==> src/rtl/cic_arb_pkg.sv <==
// ---------------------------------------------------------------------------
// cic_arb_pkg
// Shared constants and helpers for the CIC channel arbiter.
//   CIC_ARB_DATA_WIDTH   : default sample width (CIC OUT_WIDTH = 18 + 2)
//   CIC_ARB_MAX_CHANNELS : largest supported channel count
//   rr_next()            : next round-robin index with wrap-around
// ---------------------------------------------------------------------------
package cic_arb_pkg;

    localparam int CIC_ARB_DATA_WIDTH   = 20;
    localparam int CIC_ARB_MAX_CHANNELS = 16;

    // Returns (idx + 1) mod n for idx in [0, n-1].
    function automatic int unsigned rr_next(input int unsigned idx, input int unsigned n);
        int unsigned nxt;
        if (idx + 32'd1 >= n) begin
            nxt = 32'd0;
        end else begin
            nxt = idx + 32'd1;
        end
        return nxt;
    endfunction

endpackage

==> src/rtl/cic_rr_arbiter.sv <==
// ---------------------------------------------------------------------------
// cic_rr_arbiter
// Purely combinational round-robin picker. Searches the pending vector
// upward from (last_grant + 1) with wrap-around and returns the first hit.
// Ports:
//   pending     in  CHANNELS    request vector
//   last_grant  in  CHAN_WIDTH  most recently granted channel
//   grant_oh    out CHANNELS    one-hot grant (all zero when nothing pending)
//   grant_idx   out CHAN_WIDTH  binary index of the grant
//   grant_valid out 1           some channel was granted
// ---------------------------------------------------------------------------
module cic_rr_arbiter
    import cic_arb_pkg::*;
#(
    parameter int CHANNELS   = 4,
    parameter int CHAN_WIDTH = $clog2(CHANNELS)
) (
    input  logic [CHANNELS-1:0]   pending,
    input  logic [CHAN_WIDTH-1:0] last_grant,
    output logic [CHANNELS-1:0]   grant_oh,
    output logic [CHAN_WIDTH-1:0] grant_idx,
    output logic                  grant_valid
);

    // Walk CHANNELS candidates starting after last_grant; first pending one wins.
    always_comb begin
        int unsigned           cand_v;
        logic [CHAN_WIDTH-1:0] cand_idx_v;
        grant_oh    = '0;
        grant_idx   = '0;
        grant_valid = 1'b0;
        cand_v      = 32'(last_grant);
        cand_idx_v  = '0;
        for (int k = 0; k < CHANNELS; k++) begin
            cand_v     = rr_next(cand_v, CHANNELS);
            cand_idx_v = CHAN_WIDTH'(cand_v);
            if (!grant_valid && pending[cand_idx_v]) begin
                grant_valid          = 1'b1;
                grant_idx            = cand_idx_v;
                grant_oh[cand_idx_v] = 1'b1;
            end else begin
                grant_valid = grant_valid;
            end
        end
    end

endmodule

==> src/rtl/cic_channel_arbiter.sv <==
// ---------------------------------------------------------------------------
// cic_channel_arbiter
// Shares one downstream sample consumer among CHANNELS CIC decimators.
// Each CIC strobe is captured in a one-deep holding register; a round-robin
// scheduler drains them into a registered valid/ready stream tagged with the
// channel index. Newest sample wins when a channel strobes while still
// pending; with CIC_ARB_OVERRUN_EN defined that event sets a sticky flag.
// Ports:
//   clock, reset   single clock, asynchronous active-high reset
//   in_strobe      per-channel CIC out_strobe pulses
//   in_data        flat bus, channel i at [i*DATA_WIDTH +: DATA_WIDTH]
//   out_valid/out_ready/out_data/out_chan   granted sample stream
//   overrun        sticky per-channel overrun flags (0 without the macro)
//   clear_overrun  synchronous clear of all overrun flags
// Build option: `CIC_ARB_OVERRUN_EN enables overrun detection.
// ---------------------------------------------------------------------------
module cic_channel_arbiter
    import cic_arb_pkg::*;
#(
    parameter int CHANNELS   = 4,
    parameter int DATA_WIDTH = CIC_ARB_DATA_WIDTH,
    parameter int CHAN_WIDTH = $clog2(CHANNELS)
) (
    input  logic                           clock,
    input  logic                           reset,
    input  logic [CHANNELS-1:0]            in_strobe,
    input  logic [CHANNELS*DATA_WIDTH-1:0] in_data,
    output logic                           out_valid,
    input  logic                           out_ready,
    output logic [DATA_WIDTH-1:0]          out_data,
    output logic [CHAN_WIDTH-1:0]          out_chan,
    output logic [CHANNELS-1:0]            overrun,
    input  logic                           clear_overrun
);

    logic [DATA_WIDTH-1:0] hold_data_r [CHANNELS];
    logic [CHANNELS-1:0]   pending_r;
    logic [CHAN_WIDTH-1:0] last_grant_r;
    logic [CHANNELS-1:0]   grant_oh_s;
    logic [CHAN_WIDTH-1:0] grant_idx_s;
    logic                  grant_valid_s;
    logic                  slot_free_s;
    logic                  fire_s;

    cic_rr_arbiter #(
        .CHANNELS   (CHANNELS),
        .CHAN_WIDTH (CHAN_WIDTH)
    ) u_rr (
        .pending     (pending_r),
        .last_grant  (last_grant_r),
        .grant_oh    (grant_oh_s),
        .grant_idx   (grant_idx_s),
        .grant_valid (grant_valid_s)
    );

    // The slot can take a new sample when empty or being consumed this cycle.
    always_comb begin
        slot_free_s = !out_valid || out_ready;
        fire_s      = slot_free_s && grant_valid_s;
    end

    // Holding registers and pending flags; a strobe always wins over a
    // coincident grant so the freshly captured sample stays pending.
    always_ff @(posedge clock or posedge reset) begin
        if (reset) begin
            pending_r <= '0;
            for (int i = 0; i < CHANNELS; i++) begin
                hold_data_r[i] <= '0;
            end
        end else begin
            for (int i = 0; i < CHANNELS; i++) begin
                if (in_strobe[i]) begin
                    hold_data_r[i] <= in_data[i*DATA_WIDTH +: DATA_WIDTH];
                    pending_r[i]   <= 1'b1;
                end else if (fire_s && grant_oh_s[i]) begin
                    pending_r[i]   <= 1'b0;
                end else begin
                    pending_r[i]   <= pending_r[i];
                end
            end
        end
    end

    // Output slot and round-robin pointer; the granted sample is read from the
    // holding register before any coincident strobe overwrites it.
    always_ff @(posedge clock or posedge reset) begin
        if (reset) begin
            out_valid    <= 1'b0;
            out_data     <= '0;
            out_chan     <= '0;
            last_grant_r <= CHAN_WIDTH'(CHANNELS - 1);
        end else if (fire_s) begin
            out_valid    <= 1'b1;
            out_data     <= hold_data_r[grant_idx_s];
            out_chan     <= grant_idx_s;
            last_grant_r <= grant_idx_s;
        end else if (out_ready) begin
            out_valid    <= 1'b0;
        end else begin
            out_valid    <= out_valid;
        end
    end

`ifdef CIC_ARB_OVERRUN_EN
    logic [CHANNELS-1:0] overrun_r;

    // Sticky overrun: strobe on a pending channel that is not granted now.
    always_ff @(posedge clock or posedge reset) begin
        if (reset) begin
            overrun_r <= '0;
        end else if (clear_overrun) begin
            overrun_r <= '0;
        end else begin
            overrun_r <= overrun_r | (in_strobe & pending_r & ~(grant_oh_s & {CHANNELS{fire_s}}));
        end
    end

    assign overrun = overrun_r;
`else
    logic unused_clear_s;

    assign unused_clear_s = clear_overrun;
    assign overrun        = '0;
`endif

endmodule

==> config.mk <==
export PLATFORM = sky130hd
export DESIGN_NAME = cic_channel_arbiter
export DESIGN_NICKNAME = d
export VERILOG_FILES = /design/src/rtl/cic_arb_pkg.sv /design/src/rtl/cic_rr_arbiter.sv /design/src/rtl/cic_channel_arbiter.sv
export SDC_FILE = /design/constraint.sdc
export NUM_CORES = 1
export LEC_CHECK = 0
export ABC_AREA = 1
export ABC_CLOCK_PERIOD_IN_PS = 3300
export CAP_MARGIN = 10
export CORE_UTILIZATION = 40
export CTS_CLUSTER_DIAMETER = 150
export DETAILED_ROUTE_END_ITERATION = 6
export PLACE_DENSITY = 0.68
export SYNTH_ARGS = -nofsm -noshare
export SYNTH_HDL_FRONTEND = slang
export SYNTH_HIERARCHICAL = 1
export SYNTH_SLANG_ARGS = --single-unit
==> constraint.sdc <==
create_clock -name clock -period 3.3 [get_ports clock]
set_input_delay 0.33 -clock clock [delete_from_list [all_inputs] [get_ports clock]]
set_output_delay 0.33 -clock clock [all_outputs]
set_load 0.05 [all_outputs]
* Word level (Yosys, flattened, before mapping)
Cells that the tools add are included.
** Storage, ports and cells
- Bits in registers :: 109
- Bits in latches :: 0
- Bits in writable memories :: 0
- Memory bits (read-only) :: 0
- Output and inout port bits :: 27
- Logic and storage cells :: 100
- Memories kept :: 0
** Cells by class
- Add/subtract/negate cells :: 4
- $mul :: 0
- Div/mod/pow operators :: 0
- $lt $le $gt $ge :: 13
- Equality and inequality tests :: 0
- Shifts and indexed selects :: 0
- Mux-type cells :: 45
- Bitwise logic cells :: 4
- Reductions and logical operators :: 22
** Operators with widths (number)
- 32-bit by 1-bit adder with 32-bit output (second input constant) :: 3
- 32-bit by 3-bit >= comparator with 1-bit output (second input constant) :: 3
- 32-bit two-way mux :: 3
- 20-bit binary-select mux with 2-bit select :: 1
- 20-bit two-way mux :: 2
- 1-bit two-way mux :: 22
- 4-bit two-way mux :: 4
- 1-bit logical AND :: 12
- 2-bit by 3-bit < comparator with 1-bit output (second input constant) :: 4
- 4-bit bitwise OR :: 3
- 2-bit two-way mux :: 5
- 2-bit nonzero test :: 5
- 1-bit binary-select mux with 2-bit select :: 4
- 1-bit demux with 2-bit select :: 4
- 2-bit by 1-bit >= comparator with 1-bit output (second input constant) :: 4
- 3-bit >= comparator (second input constant) :: 2
- 1-bit logical NOT :: 4
- 2-bit by 1-bit adder with 3-bit output (second input constant) :: 1
- 2-bit NOT with 3-bit output :: 1
- 1-bit logical OR :: 1

* Logic depth before layout (Yosys ltp)
Gate-level depths: netlist of the first run.
- Depth after elaboration :: 21
- Mapped depth :: 20

* Cells and area by module
Netlist of the first run, hierarchy kept.
** Modules (own cells, without submodules)
- cic_channel_arbiter :: instances 1, cells an instance 621, area each 4898.4 um^2
- cic_rr_arbiter :: instances 1, cells an instance 107, area each 601.8 um^2

* Worst setup path before layout of the first run
No wires, ideal clock.
- Path kind :: reg-to-reg
- From :: register last_grant_r[0]
- To :: register out_data[10]
- Setup time :: 0.118 ns
- Arrival time :: 2.317 ns
- Path slack :: 0.865 ns
- Cell stages (with the launch flop) :: 17
- Buffers on the path :: 2
- Cells stage by stage :: dfstp_2 inv_1 ha_1 o21ai_0 inv_1 nand2_2 nand3_4 nor2_8 nand3_1 nand3_1 buf_4 buf_4 nand2_1 nand3_1 nand2_1 nand2_1 nand2_1
** On the way
- Cells in the longest elaborated chain, start to end :: 20
- Elaborated cells between the ends (all ways) :: 39
** RTL lines
- from (decl) :: line cic_channel_arbiter.sv:38 : logic [CHAN_WIDTH-1:0] last_grant_r;
- from (signal assigned) :: line cic_channel_arbiter.sv:91 : last_grant_r <= CHAN_WIDTH'(CHANNELS - 1);
- from (signal assigned) :: line cic_channel_arbiter.sv:96 : last_grant_r <= grant_idx_s;
- 2-bit by 1-bit adder with 3-bit output * :: line cic_arb_pkg.sv:16, cic_arb_pkg.sv:19
- 3-bit >= comparator :: line cic_arb_pkg.sv:16 : if (idx + 32'd1 >= n) begin
- 32-bit two-way mux * :: line cic_arb_pkg.sv:16
- 32-bit by 1-bit adder with 32-bit output :: line cic_arb_pkg.sv:16, cic_arb_pkg.sv:19
- 32-bit by 3-bit >= comparator with 1-bit output :: line cic_arb_pkg.sv:16
- 32-bit two-way mux :: line cic_arb_pkg.sv:16
- 32-bit by 1-bit adder with 32-bit output or 1-bit binary-select mux with 2-bit select (tied branches) :: line cic_arb_pkg.sv:16, cic_arb_pkg.sv:19, cic_rr_arbiter.sv:37
- 32-bit by 3-bit >= comparator with 1-bit output or 1-bit two-way mux (tied branches) :: line cic_arb_pkg.sv:16, cic_rr_arbiter.sv:37
- [4 not listed]
- 1-bit binary-select mux with 2-bit select or 1-bit two-way mux (tied branches) :: line cic_rr_arbiter.sv:37 : if (!grant_valid && pending[cand_idx_v]) begin
- 1-bit two-way mux (not written as such) or 1-bit logical NOT (tied branches) :: line cic_rr_arbiter.sv:37
- 1-bit logical AND :: line cic_rr_arbiter.sv:37
- 2-bit two-way mux * :: line cic_rr_arbiter.sv:37
- named net grant_idx_s[0] :: line cic_channel_arbiter.sv:40 : logic [CHAN_WIDTH-1:0] grant_idx_s;
- 2-bit NOT with 3-bit output (not written as such) * :: line cic_channel_arbiter.sv:94 : out_data <= hold_data_r[grant_idx_s];
- 20-bit binary-select mux with 2-bit select * :: line cic_channel_arbiter.sv:94
- 20-bit two-way mux (not written as such) * (2 in a row) :: line cic_channel_arbiter.sv:94
- to (signal assigned) :: line cic_channel_arbiter.sv:94
- to (decl) :: line cic_channel_arbiter.sv:30 : output logic [DATA_WIDTH-1:0] out_data,
The timed path passes the listed nets; every way through them passes the cells marked *. The select of a mux whose other input is x is not followed.
A chain may end at the register's enable or synchronous reset.

* Worst setup path in the final report of the first run
- From :: register last_grant_r[0]
- To :: register out_data[19]
The elaborated chain is that of the path after synthesis.

==> impl_metrics.env, run 1 <==
export IMPL_status="completed"
export IMPL_met1_usage_pct=30.3
export IMPL_syn_area_per_cell_um2=7.56
export IMPL_fin_cells=1005
export IMPL_r2r_end="out_data[19]"
export IMPL_dp_hpwl_um=9500
export IMPL_place_congestion=0.855
export IMPL_clkTransAtPathRegs_ns=0.08
export IMPL_crit_type="flop to flop"
export IMPL_tns_ns=0
export IMPL_cts_root_buffer="clkbuf_16"
export IMPL_clkLatencyLatePin_ns=0.35
export IMPL_core_rowCount=42
export IMPL_p_comb_share_pct=60.8
export IMPL_netlist_area_um2=5500
export IMPL_peakVddDrop_mv=0.581
export IMPL_synthToLayoutAreaGrowth_pct=27.8
export IMPL_power_density_nw_per_um2=1080
export IMPL_synthCells=728
export IMPL_reg2reg_from="last_grant_r[0]"
export IMPL_maxSlewViolCount=0
export IMPL_yosys_top_cells_area="dfrtp_1, nand2_1, o21ai_0"
export IMPL_crit_required_ns=3.55
export IMPL_core_area_um2=13300
export IMPL_antennaDiodeCount=0
export IMPL_cp_max_fo=20
export IMPL_cts_sinks=109
export IMPL_nets=919
export IMPL_grt_pass1_wl_um=22200
export IMPL_ys_warn_count=6
export IMPL_cp_end_kind="flop"
export IMPL_clockPowerShare_pct=15.8
export IMPL_cts_resized=0
export IMPL_die_h_um=119
export IMPL_busiest_layer="met1"
export IMPL_grt_max_degree=52
export IMPL_use_met2_pct=28.4
export IMPL_drive_above_1_share_pct=6.39
export IMPL_swShare_pct=50.7
export IMPL_drt_iter0_drc=297
export IMPL_relSlewSlack_pct=63.5
export IMPL_tritoncts="done"
export IMPL_postRouteAntennaNets=0
export IMPL_ioPinCount=115
export IMPL_multiInputGateArea_um2=2140
export IMPL_synth_seq_cells=109
export IMPL_place_area_um2=6690
export IMPL_seqCellArea_um2=2730
export IMPL_min_period_over_period_pct=90.7
export IMPL_post_cts_buffers=0
export IMPL_max_freq_mhz=334
export IMPL_critPathArrivalTime_ns=3.24
export IMPL_layout_min_cycle_time_ns=2.99
export IMPL_cts_hold_buffers=0
export IMPL_synth_cell_type_count=22
export IMPL_finClkSkew_ns=0.0112
export IMPL_power_uw=7600
export IMPL_h_tree_depth=3
export IMPL_io_buffers=109
export IMPL_rsz0062_at_grt="no"
export IMPL_power_frac_seq_pct=23.4
export IMPL_vias_per_cell=4.66
export IMPL_fin_area_um2=7030
export IMPL_post_route_drc_count=0
export IMPL_min_path_type="input pin to asynchronous set/reset pin"
export IMPL_initial_core_util_pct=41.2
export IMPL_cts_path_max_buffers=2
export IMPL_hold_viol=0
export IMPL_drt_wl_total_um=13300
export IMPL_p_sw_uw=3860
export IMPL_maxCapViolations=0
export IMPL_worst_setup_path_start_kind="flop"
export IMPL_yosysSeqAreaShare_pct=49.6
export IMPL_antenna_found_initial=0
export IMPL_cts_buffers=9
export IMPL_tightestPinTransition_ns=0.546
export IMPL_grt_overflow=0
export IMPL_design_die_area_um2=14200
export IMPL_r2r_setup_slack_ns=0.31
export IMPL_synth_top_area_share_pct=48.7
export IMPL_via_count=4682
export IMPL_rr_worst_depth=16
export IMPL_post_place_cells=989
export IMPL_drtPass1Iterations=5
export IMPL_die_w_um=119
export IMPL_p_int_uw=3740
export IMPL_p_leak_uw=0.00363
export IMPL_use_met3_pct=2.59
export IMPL_setup_viol=0
export IMPL_grt_use_total_pct=19.8
export IMPL_grt_pass1_vias=4377
export IMPL_wire_per_inst_um=13.3
export IMPL_yosysTopAreaCell="dfrtp_1"
export IMPL_fillers=1277
[cell type report]
cell class | count | area share, %
repair buffers | 119 | 16.8
clock buffers | 10 | 3.40
inverters | 112 | 6.11
clock inverters | 6 | 1.35
multi-input cells | 473 | 30.4
flip-flops and latches | 109 | 38.8
well taps | 176 | 3.13
[per-layer routing]
metal	vias up	wire, um
li1	2400	-
met1	2169	6870
met2	99	5740
met3	14	513
met5	-	0
met4	0	209
[cell families (layout without fill, tap and decap cells)]
group / after synthesis / after routing / synth area share (%)
flip-flops: 109 / 109 / 49.6
AND/OR/NAND/NOR: 379 / 379 / 29.3
adder cells (fa/ha/maj): 7 / 7 / 1.59
buffers and inverters: 149 / 247 / 11.8
other: 1 / 4 / 0.0682
AO/OA/AOI/OAI: 83 / 83 / 7.62
[sequential cells by signal, summed over array words and instances (netlist names)]
| register | count |
|---|---|
| out_chan | 2 |
| pending_r | 4 |
| out_data | 20 |
| last_grant_r | 2 |
| hold_data_r | 80 |
| out_valid | 1 |
[synthesized netlist by cell type, drive strengths merged]
master	n
nand2	299
inv	112
dfrtp	107
o21ai	83
nand3	77
buf	29
clkbuf	8
ha	7
dfstp	2
nor2	2
conb	1
nand3b	1
[worst max-delay path: stages, from the launching register on]
cell        delay [ns]
dfstp_2           0.62
inv_1             0.12
ha_1              0.29
inv_1             0.14
o21ai_2           0.11
nand2_2           0.14
nand2_1           0.07
nand3_1           0.10
nand2_4           0.11
nor2_8            0.14
nand3_1           0.08
nand3_1           0.14
clkinvlp_4        0.36
nand3_1           0.24
nand2_1           0.10
nand2_1           0.07
nand2_1           0.05
[cell usage in the layout (no fill, tap or decap), types with 2 or more instances in the layout]
master           instances
inv_4                    2
nand2_4                  2
nand3_2                  5
clkinvlp_4               3
bufinv_16                2
nand2_2                  8
buf_4                    9
dfrtp_1                107
conb_1                   4
clkdlybuf4s50_1        109
dfstp_2                  2
nand3_1                 71
ha_1                     7
inv_1                  106
o21ai_0                 81
nand2_1                289
clkbuf_16                9
inv_2                    3
[how the worst max path moves through the flow]
stage,startpoint,end,slack (ns)
after CTS,last_grant_r[0],out_data[19],0.27
after global routing,last_grant_r[0],out_data[19],0.02
final,last_grant_r[0],out_data[19],0.31
after detailed placement,last_grant_r[0],out_data[19],0.29
after global placement,last_grant_r[0],out_data[19],0.29
after floorplan,reset,hold_data_r[0],0.1
[power groups by stage]
stage                     registers [uW]  logic, uW  clock network (uW)
after floorplan                     2230       3090                   0
after global placement              1800       4560                   0
after detailed placement            1800       4600                   0
after CTS                           1780       4610                1220
after global routing                1810       5150                1260
final                               1780       4620                1200
[per-stage QoR]
step           util, %  hold WS [ns]  setup WS, ns
6_report          52.7         0.308         0.306
5_1_grt           52.7         0.370        0.0196
4_1_cts           52.6         0.314         0.274
3_5_place_dp      50.1         0.465         0.293
3_3_place_gp      50.1         0.465         0.285
2_1_floorplan        -         0.437        0.0994
No activity file was read; power rests on OpenSTA's default activity.
==> run 2, diff against run 1 <==
Settings changed: GPL_TIMING_DRIVEN set to 0.
==> run 2 against run 1 <==
Net effect: sequential share of layout area shrank 0.83 points; worst hold slack gained 0.11 ns; die area is the same; largest cell class unchanged.
==> impl_metrics.env, run 2 (synthesis gave the netlist of run 1 again) <==
export IMPL_fin_area_um2=7180
export IMPL_seqCellArea_um2=2730
export IMPL_grt_use_total_pct=20.4
export IMPL_cts_root_buffer="clkbuf_16"
export IMPL_largestRegisters="hold_data_r (80), out_data (20), pending_r (4)"
export IMPL_relSlewSlack_pct=59.3
export IMPL_power_density_nw_per_um2=1090
export IMPL_crit_required_ns=3.54
export IMPL_post_cts_buffers=0
export IMPL_synthToLayoutAreaGrowth_pct=30.6
export IMPL_drive_above_1_share_pct=8.05
export IMPL_tritoncts="done"
export IMPL_maxSlewViolCount=0
export IMPL_power_uw=7820
export IMPL_maxCapViolations=0
export IMPL_io_buffers=109
export IMPL_drt_met1_wl_um=7000
export IMPL_initial_core_util_pct=41.2
export IMPL_rsz0062_at_grt="no"
export IMPL_vias_per_cell=4.57
export IMPL_fillers=1314
export IMPL_wl_met3_um=527
export IMPL_cts_hold_buffers=0
export IMPL_clkTransAtPathRegs_ns=0.07
export IMPL_final_util_pct=53.8
export IMPL_dr_wl_met2_um=6030
export IMPL_post_route_drc_count=0
export IMPL_crit_type="flop to flop"
export IMPL_critPathArrivalTime_ns=3.10
export IMPL_place_congestion=0.883
export IMPL_finClkSkew_ns=0.00582
export IMPL_tightestPinTransition_ns=0.611
export IMPL_peakVddDrop_mv=0.617
export IMPL_layout_min_cycle_time_ns=2.86
export IMPL_cp_end_kind="flop"
export IMPL_h_tree_depth=3
export IMPL_top_layer="met4"
export IMPL_worst_setup_path_start_kind="flop"
export IMPL_min_path_type="input pin to asynchronous set/reset pin"
export IMPL_max_freq_mhz=350
export IMPL_place_area_um2=6850
export IMPL_layout_commonest_cell="nand2_1"
export IMPL_grt_pass1_vias=4569
export IMPL_drt_wl_total_um=13800
export IMPL_die_w_um=119
export IMPL_nets=947
export IMPL_largest_register="hold_data_r"
export IMPL_cts_path_max_buffers=2
export IMPL_design_die_area_um2=14200
export IMPL_postRouteAntennaNets=0
export IMPL_core_area_um2=13300
export IMPL_largest_reg_flops=80
export IMPL_status="completed"
export IMPL_hold_viol=0
export IMPL_grt_pass1_wl_um=22600
export IMPL_grt_max_degree=63
export IMPL_setup_viol=0
export IMPL_drt_iter0_drc=340
export IMPL_p_leak_uw=0.00374
export IMPL_multiInputGateArea_um2=2130
export IMPL_cts_sinks=109
export IMPL_die_h_um=119
export IMPL_min_period_over_period_pct=86.6
export IMPL_cp_max_fo=10
export IMPL_wire_per_inst_um=13.4
export IMPL_grt_overflow=0
export IMPL_dp_hpwl_um=10600
export IMPL_antenna_found_initial=0
export IMPL_ioPinCount=115
export IMPL_cts_resized=0
export IMPL_antennaDiodeCount=0
export IMPL_clkLatencyLatePin_ns=0.35
export IMPL_most_common_layout_cells="nand2_1, clkdlybuf4s50_1, inv_1, dfrtp_1, o21ai_0"
export IMPL_core_rowCount=42
export IMPL_via_count=4724
export IMPL_r2r_setup_slack_ns=0.44
export IMPL_drtPass1Iterations=4
export IMPL_cts_buffers=9
run 2: cell types whose count changed in the layout (fill, tap and decap cells not counted), sizes merged:
cell | previous run | this run
buf | 10 | 30
clkbuf | 10 | 21
clkinvlp | 3 | 1
clkinv | 1 | 0
run 2: path summary, 6_finish.rpt:
kind | to | startpoint | cells past startpoint
setup reg to reg | out_data[2] | last_grant_r[0] | 18
hold reg to reg | out_data[6] | out_data[6] | 2
setup / recovery | out_data[2] | last_grant_r[0] | 18
hold / removal | out_chan[1] | reset | 2
max in group asynchronous | out_data[17] | reset | 3
min in group clock | out_data[6] | out_data[6] | 2
run 2: critical path, stage by stage, from the launching register on:
cell	delay, ns
dfstp_2	0.63
inv_1	0.13
ha_1	0.28
inv_1	0.16
o21ai_2	0.12
nand2_2	0.14
nand2_1	0.06
nand3_1	0.11
nand2_4	0.11
nor2_8	0.14
nand3_1	0.08
nand3_1	0.07
buf_4	0.15
buf_4	0.18
nand2_1	0.07
nand3_1	0.12
nand2_1	0.07
nand2_1	0.06
nand2_1	0.04
run 2: power breakdown:
group | total [uW] | switching (uW) | internal (uW)
clock network | 1190 | 480 | 708
registers | 1780 | 158 | 1630
logic | 4850 | 3170 | 1680
run 2: metrics by stage:
stage                     TNS, ns  std cells  hold WS, ns  setup WS (ns)
after detailed placement        0       1017        0.465          0.456
after global routing            0       1033        0.476          0.144
after CTS                       0       1033        0.446          0.435
after floorplan                 0        731        0.437         0.0994
final                           0       1033        0.418          0.441
after global placement    -165.50       1016        0.464          -1.55
run 2: final cells by class:
class,instances,area share [%]
buffer,37,3.17
clock buffer,13,3.62
clock inverter,3,0.941
inverter,112,5.92
multi-input combinational,473,29.7
sequential,109,38.0
tap,176,3.07
timing repair buffer,110,15.6
run 2: metal layers:
metal  track usage, %  vias to the layer above
met5                0                        -
met4             7.75                        0
met3             2.30                       18
met2             30.4                      108
met1             30.3                     2145
li1                 -                     2453
==> run 3, diff against run 2 <==
Settings changed: CTS_CLUSTER_DIAMETER 150 to 50.
==> results of run 3 <==
Final layout, timing and power as in run 2 (identical DEF).
